==> src/rtl/pwm_fade_driver.sv <==
// Multi-channel PWM LED driver with a shared prescaler and PWM counter.
// Active duties change only at period boundaries, optionally ramping toward target.
module pwm_fade_driver #(
  parameter int CHANNELS   = 3,
  parameter int R          = 8,
  parameter int TIMER_BITS = 8,
  parameter int FADE_BITS  = 8,
  parameter int CH_BITS    = (CHANNELS > 1) ? $clog2(CHANNELS) : 1
) (
  input  logic                  clk,
  input  logic                  reset_n,
  input  logic                  enable,
  input  logic [TIMER_BITS-1:0] final_value,
  input  logic                  wr_en,
  input  logic [CH_BITS-1:0]    wr_chan,
  input  logic [R:0]            wr_duty,
  input  logic                  fade_en,
  input  logic [FADE_BITS-1:0]  fade_periods,
  output logic [CHANNELS-1:0]   pwm_out,
  output logic                  period_tick,
  output logic                  busy
);

  localparam logic [R:0]   FULL    = {1'b1, {R{1'b0}}};
  localparam logic [R-1:0] CNT_MAX = '1;

  logic [TIMER_BITS-1:0] presc;
  logic [R-1:0]          pwm_cnt;
  logic [FADE_BITS-1:0]  fade_cnt;
  logic [R:0]            target [CHANNELS];
  logic [R:0]            active [CHANNELS];

  logic       tick;
  logic       boundary;
  logic       fade_step;
  logic [R:0] wr_clamped;

  assign tick       = enable && (presc == final_value);
  assign boundary   = tick && (pwm_cnt == CNT_MAX);
  assign fade_step  = (fade_cnt == fade_periods);
  assign wr_clamped = (wr_duty > FULL) ? FULL : wr_duty;

  // Prescaler: free-running width wrap lets a lowered terminal count recover.
  always_ff @(posedge clk or negedge reset_n) begin
    if (!reset_n) begin
      presc <= '0;
    end else if (enable) begin
      if (tick) presc <= '0;
      else      presc <= presc + 1'b1;
    end
  end

  // PWM counter advances on every prescaler tick.
  always_ff @(posedge clk or negedge reset_n) begin
    if (!reset_n) begin
      pwm_cnt <= '0;
    end else if (tick) begin
      pwm_cnt <= pwm_cnt + 1'b1;
    end
  end

  // One-cycle pulse following each period boundary edge.
  always_ff @(posedge clk or negedge reset_n) begin
    if (!reset_n) period_tick <= 1'b0;
    else          period_tick <= boundary;
  end

  // Fade counter counts boundaries, cleared whenever fading is off.
  always_ff @(posedge clk or negedge reset_n) begin
    if (!reset_n) begin
      fade_cnt <= '0;
    end else if (!fade_en) begin
      fade_cnt <= '0;
    end else if (boundary) begin
      if (fade_step) fade_cnt <= '0;
      else           fade_cnt <= fade_cnt + 1'b1;
    end
  end

  // Target registers; out-of-range channels match no slot.
  always_ff @(posedge clk or negedge reset_n) begin
    if (!reset_n) begin
      for (int i = 0; i < CHANNELS; i++) target[i] <= '0;
    end else if (wr_en) begin
      for (int i = 0; i < CHANNELS; i++)
        if (32'(wr_chan) == i) target[i] <= wr_clamped;
    end
  end

  // Active duty moves only at boundaries, jumping or stepping one LSB.
  always_ff @(posedge clk or negedge reset_n) begin
    if (!reset_n) begin
      for (int i = 0; i < CHANNELS; i++) active[i] <= '0;
    end else if (boundary) begin
      for (int i = 0; i < CHANNELS; i++) begin
        if (!fade_en) begin
          active[i] <= target[i];
        end else if (fade_step) begin
          if (active[i] < target[i])      active[i] <= active[i] + 1'b1;
          else if (active[i] > target[i]) active[i] <= active[i] - 1'b1;
        end
      end
    end
  end

  // Registered compare; a full-scale duty exceeds every count value.
  always_ff @(posedge clk or negedge reset_n) begin
    if (!reset_n) begin
      pwm_out <= '0;
    end else begin
      for (int i = 0; i < CHANNELS; i++)
        pwm_out[i] <= enable && ({1'b0, pwm_cnt} < active[i]);
    end
  end

  // Busy while any channel has not yet reached its target.
  always_comb begin
    busy = 1'b0;
    for (int i = 0; i < CHANNELS; i++)
      if (active[i] != target[i]) busy = 1'b1;
  end

endmodule

==> config.mk <==
export PLATFORM = sky130hd
export DESIGN_NAME = pwm_fade_driver
export DESIGN_NICKNAME = d
export VERILOG_FILES = /design/src/rtl/pwm_fade_driver.sv
export SDC_FILE = /design/constraint.sdc
export NUM_CORES = 1
export LEC_CHECK = 0
export BUFFER_PORTS_ARGS = -buffer_cell sky130_fd_sc_hd__buf_2
export CORE_ASPECT_RATIO = 1.1
export CORE_MARGIN = 3
export CORE_UTILIZATION = 60
export CTS_BUF_LIST = sky130_fd_sc_hd__clkbuf_4 sky130_fd_sc_hd__clkbuf_8
export CTS_CLUSTER_DIAMETER = 50
export CTS_CLUSTER_SIZE = 24
export DETAILED_ROUTE_END_ITERATION = 8
export HOLD_SLACK_MARGIN = 0.03
export PLACE_DENSITY = 0.86
export SETUP_SLACK_MARGIN = 0.2
export SLEW_MARGIN = 20
export SYNTH_ARGS = -nofsm -noshare
export SYNTH_HDL_FRONTEND = slang
export SYNTH_SLANG_ARGS = --single-unit
==> constraint.sdc <==
create_clock -name clk -period 5.4 [get_ports clk]
set_clock_uncertainty 0.15 [all_clocks]
set_input_delay 1.35 -clock clk [delete_from_list [all_inputs] [get_ports clk]]
set_output_delay 1.35 -clock clk [all_outputs]
set_load 0.005 [all_outputs]
Yosys cells after proc, flatten, opt, wreduce, memory -nomap -nowiden
Index checks and enable logic that the tools add are counted.
{"block": "classes", "muxes": 20, "n_eq_ne": 13, "addsub": 9, "reduce_logical": 12, "n_lt_le_gt_ge": 10}
{"op": "$mux 9", "count": 13}
{"op": "$mux 8", "count": 4}
{"op": "$add 9x1->9 const B", "count": 3}
{"op": "$gt 9x9->1", "count": 3}
{"op": "$lt 8x9->1", "count": 3}
{"op": "$lt 9x9->1", "count": 3}
{"op": "$ne 9x9->1", "count": 3}
{"op": "$sub 9x1->9 const B", "count": 3}
{"op": "$add 8x1->8 const B", "count": 3}
{"op": "$eq 8x8->1", "count": 2}
{"op": "$gt 9x9->1 const B", "count": 1}
{"op": "$ne 3x1->1 const B", "count": 3}
{"op": "$reduce_and 3->1", "count": 3}
{"op": "$eq 8x8->1 const B", "count": 1}
{"op": "$reduce_and 2->1", "count": 3}
{"op": "$logic_and 1x1->1", "count": 5}
{"op": "$ne 2x1->1 const B", "count": 2}
{"op": "$mux 1", "count": 3}
{"op": "$eq 2x1->1 const B", "count": 1}
{"op": "$eq 2x2->1 const B", "count": 1}
{"op": "$logic_not 2->1", "count": 1}
{"block": "word_totals", "in_bits": 32, "ff_bits": 82}

Longest topological paths before layout
{"block": "depth", "depth_word": 5, "depth_mapped": 14}

Least setup slack after synthesis
OpenSTA, ideal clock, no wires.
{"block": "synth_path", "kind": "reg2reg", "startpoint": "register active[22] in the netlist's numbering", "endpoint": "register active[26] in the netlist's numbering", "path_stages_with_launch": 14, "setup_ns": 0.140, "required_time_ns": 5.110, "slack_ns": 1.641, "synth_period_minus_slack_ns": 3.759, "t_arrival_ns": 3.469, "path_cell_list": "dfrtp_1 -> ha_1 -> a21oi_1 -> o21ai_0 -> a2111oi_2 -> inv_1 -> fa_1 -> a21o_1 -> a2111oi_1 -> a21oi_1 -> xor2_1 -> and3_1 -> a211oi_1 -> o31ai_1"}
{"block": "synth_via", "elab_chain_cells": 5, "elab_cells_between_ends": 10, "cone_classes": "2 x add/sub; 2 x order compare; 1 x eq/ne; 4 x mux; 1 x reduce/logical"}
{"element": "from (decl)", "line_no": "31", "text": "logic [R:0] active [CHANNELS];"}
{"element": "from (signal, indexed assignment)", "line_no": "97", "text": "active[i] <= target[i];"}
{"element": "$sub 9x1->9", "line_no": "100", "text": "else if (active[i] > target[i]) active[i] <= active[i] - 1'b1;"}
{"element": "$mux 9", "line_no": "100"}
{"element": "$mux 9", "line_no": "99", "text": "if (active[i] < target[i]) active[i] <= active[i] + 1'b1;"}
{"element": "$mux 9", "line_no": "98", "text": "end else if (fade_step) begin"}
{"element": "$mux 9", "line_no": "96", "text": "if (!fade_en) begin"}
Parallel ways exist; a longest one is shown, timed or not. The select of a mux whose other input is x is not followed.
A chain may end at the register's enable or synchronous reset.

Worst setup path in the final report
{"block": "layout_path", "startpoint": "register active[4] in the netlist's numbering", "endpoint": "register active[8] in the netlist's numbering"}
Same word-level chain as after synthesis.

==> results.json <==
{
  "yosys.cell_types.count": 49,
  "synth_common_cells": "82 x dfrtp_1, 75 x o21ai_0, 72 x ha_1",
  "num_vias": 4875,
  "crit_required_ns": 5.46,
  "setup_viol": 0,
  "ys_seq_area_share_pct": 34.9,
  "finish.net_count": 791,
  "initial_core_util_pct": 62.2,
  "drt_drc_violations_left": 0,
  "report.power.total_mw": 1.58,
  "power_density_relative_to_cell_area_nw_per_um2": 249,
  "postRouteWirelength_um": 13700,
  "dieHeight_um": 110,
  "finalWorstPathRequiredPeriod_ns": 4.50,
  "synth_cells": 649,
  "synth_area_per_cell_um2": 9.05,
  "critical_path_class": "reg -> reg",
  "tritoncts_clock_tree": "built",
  "die_w_um": 100,
  "cts.root.buffer_cell": "clkbuf_8",
  "first_global_vias": 5006,
  "layout.area.seq_um2": 2050,
  "synth-main-ff-cell": "dfrtp_1",
  "utilization_pct": 67.4,
  "clockPowerShare_pct": 28.7,
  "yosys_warnings": 0,
  "crit-reg2reg-capture": "active[8]",
  "power_frac_seq_pct": 45.5,
  "worstPathArrival_ns": 4.57,
  "hp-class": "reg -> reg",
  "slew_violations": 0,
  "timing_hold_violations_final": 0,
  "post-route-period-util_pct": 83.4,
  "synth_area_leaders": "dfrtp_1 35%, ha_1 15%, o21ai_0 6.4%",
  "worstSetupStartpoint": "active[4]",
  "clock_path_buffers": 2,
  "fp-row-count": 37,
  "cts.clk_slew.worst_paths_ns": 0.08,
  "gr-total-overflow": 0,
  "drt_pass1_iterations": 5,
  "p_comb_share_pct": 25.7,
  "synth.net_count": 756,
  "fp.dieArea_um2": 11000,
  "via_per_inst": 6.05,
  "setup-tns-final_ns": 0,
  "timing.critical_path.fanout_max": 8,
  "grt_usage_pct": 26.4,
  "holdBufCountCts": 0,
  "drive_gt1_share_pct": 10.7,
  "grt_pass1_wl_um": 23200,
  "netlist.top_cell.by_area": "dfrtp_1",
  "yosysMostFrequentCell": "dfrtp_1",
  "max-slew-margin-rel_pct": 42.5,
  "final_gp_congestion": 0.931,
  "synth_top_area_share_pct": 34.9,
  "antenna_cells_inserted": 0,
  "async_flop_share_pct": 100,
  "cts.repair_timing.setup_buffer_count": 0,
  "rr_startpoint": "active[4]",
  "drv.max_cap_violation_count": 0,
  "result_of_the_run": "finished clean",
  "initial_antenna_violation_count": 0,
  "nFillCells": 732,
  "ctsResizeCount": 0,
  "flow.area_growth_from_synthesis_pct": 8.44,
  "detail_route.iter0.violations": 308,
  "worst_setup_path_endpoint": "active[8]",
  "rsz0062_at_grt": "no",
  "cts_num_sinks": 82,
  "p_int_mw": 1.06,
  "netsw_mw": 0.527,
  "multiInputGateArea_um2": 3530,
  "ios": 37,
  "hpwlAfterDp_um": 10300,
  "post_synthesis_instance_area_um2": 5870,
  "worst-slew-pin-transition_ns": 0.854,
  "regToRegSetupSlack_ns": 0.90,
  "end_kind": "flop",
  "tritoncts.num_buffers": 9,
  "clock_tree.htree_level_count": 3,
  "ant_nets": 0,
  "fmax_mhz": 222,
  "critical_path.startpoint_type": "flop",
  "maximum_number_of_pins_on_one_net_before_global_route_repair": 83,
  "synth-edff-count": 0,
  "worstRegToRegCells": 13,
  "ir_drop_v": 0.000158,
  "wire_per_inst_um": 17.0,
  "core_area_um2": 9440,
  "numPortBuffers": 36,
  "netSwitchingFraction_pct": 33.3,
  "clk_latency_ns": 0.36,
  "post_synthesis_sequential_element_count": 82,
  "power.leakage_nw": 3.03
}
==> logic make-up (layout without fill, tap and decap cells) <==
kind of cell    after synthesis  in the layout  share of synthesized area (%)
fa+ha+maj                    75             75                           16.4
mux                          27             27                           4.73
flops                        82             82                           34.9
xor+xnor                     52             52                           7.88
buf+inv                      74            114                           4.94
simple gates                191            191                           16.1
compound gates              148            148                           15.0
==> critical path: stages (launching register included) <==
cell	delay, ns
dfrtp_1	0.44
ha_1	0.33
a21oi_1	0.14
o21ai_0	0.12
a2111oi_2	0.61
inv_1	0.31
fa_1	0.48
a21o_1	0.21
a2111oi_1	0.64
a21oi_1	0.22
xor2_1	0.21
and3_1	0.21
a211oi_1	0.18
o31ai_1	0.11
==> layout by cell type (no fill, tap or decap), types with 6 or more instances in the layout <==
cell type   n
a21oi_1    33
xnor2_1    41
nand4_1    14
nor2b_1     7
a21o_1     11
a211oi_1    6
dfrtp_1    82
nand2_1    69
xor2_1     10
o21ai_0    75
clkbuf_8    9
nor3_1      9
mux2_2      6
buf_2      35
and3_1     10
nand2b_1   15
inv_1      57
nor2_1     40
nand3_1     6
mux2i_1    21
ha_1       72
==> stage by stage <==
step	area (um^2)	hold slack [ns]	instances	setup slack [ns]
after floorplan	5870	0.300	649	1.64
after global placement	6160	0.316	790	1.39
after detailed placement	6160	0.335	790	1.21
after CTS	6360	0.356	806	0.992
after global routing	6370	0.372	806	0.566
final	6370	0.356	806	0.896
==> worst min-delay path by stage <==
stage	endpoint	slack, ns	from	cells after the start
floorplan	target[10]	0.30	target[10]	2
global placement	target[10]	0.32	target[10]	2
detailed placement	target[13]	0.34	target[13]	2
CTS	target[13]	0.36	target[13]	2
global route	target[8]	0.37	target[8]	1
finish	target[10]	0.36	target[10]	2
==> metal layers <==
layer | GRT usage, % | routed length, um | up-vias
met5 | 0 | 0 | -
met4 | 12.0 | 486 | 0
met3 | 4.57 | 792 | 45
met2 | 45.5 | 6740 | 197
met1 | 32.3 | 5710 | 2310
li1 | - | - | 2323
==> final cells by class <==
| type | count | share of cell area [%] |
|---|---|---|
| clock buffer | 9 | 1.94 |
| multi-input combinational | 493 | 55.4 |
| timing repair buffer | 41 | 3.52 |
| clock inverter | 7 | 1.22 |
| sequential | 82 | 32.2 |
| tap | 117 | 2.30 |
| inverter | 57 | 3.36 |
==> power by group through the flow <==
| stage | Sequential, mW | Clock [mW] | Combinational [mW] |
|---|---|---|---|
| detailed placement | 0.732 | 0 | 0.398 |
| floorplan | 0.708 | 0 | 0.317 |
| finish | 0.721 | 0.455 | 0.408 |
| CTS | 0.720 | 0.462 | 0.405 |
| global route | 0.728 | 0.488 | 0.459 |
| global placement | 0.728 | 0 | 0.376 |
==> state kept, by name, indices dropped and copies added (netlist names) <==
name,count
active,27
target,27
presc,8
pwm_cnt,8
period_tick,1
pwm_out,3
fade_cnt,8
(Power assumes the default switching activity.)
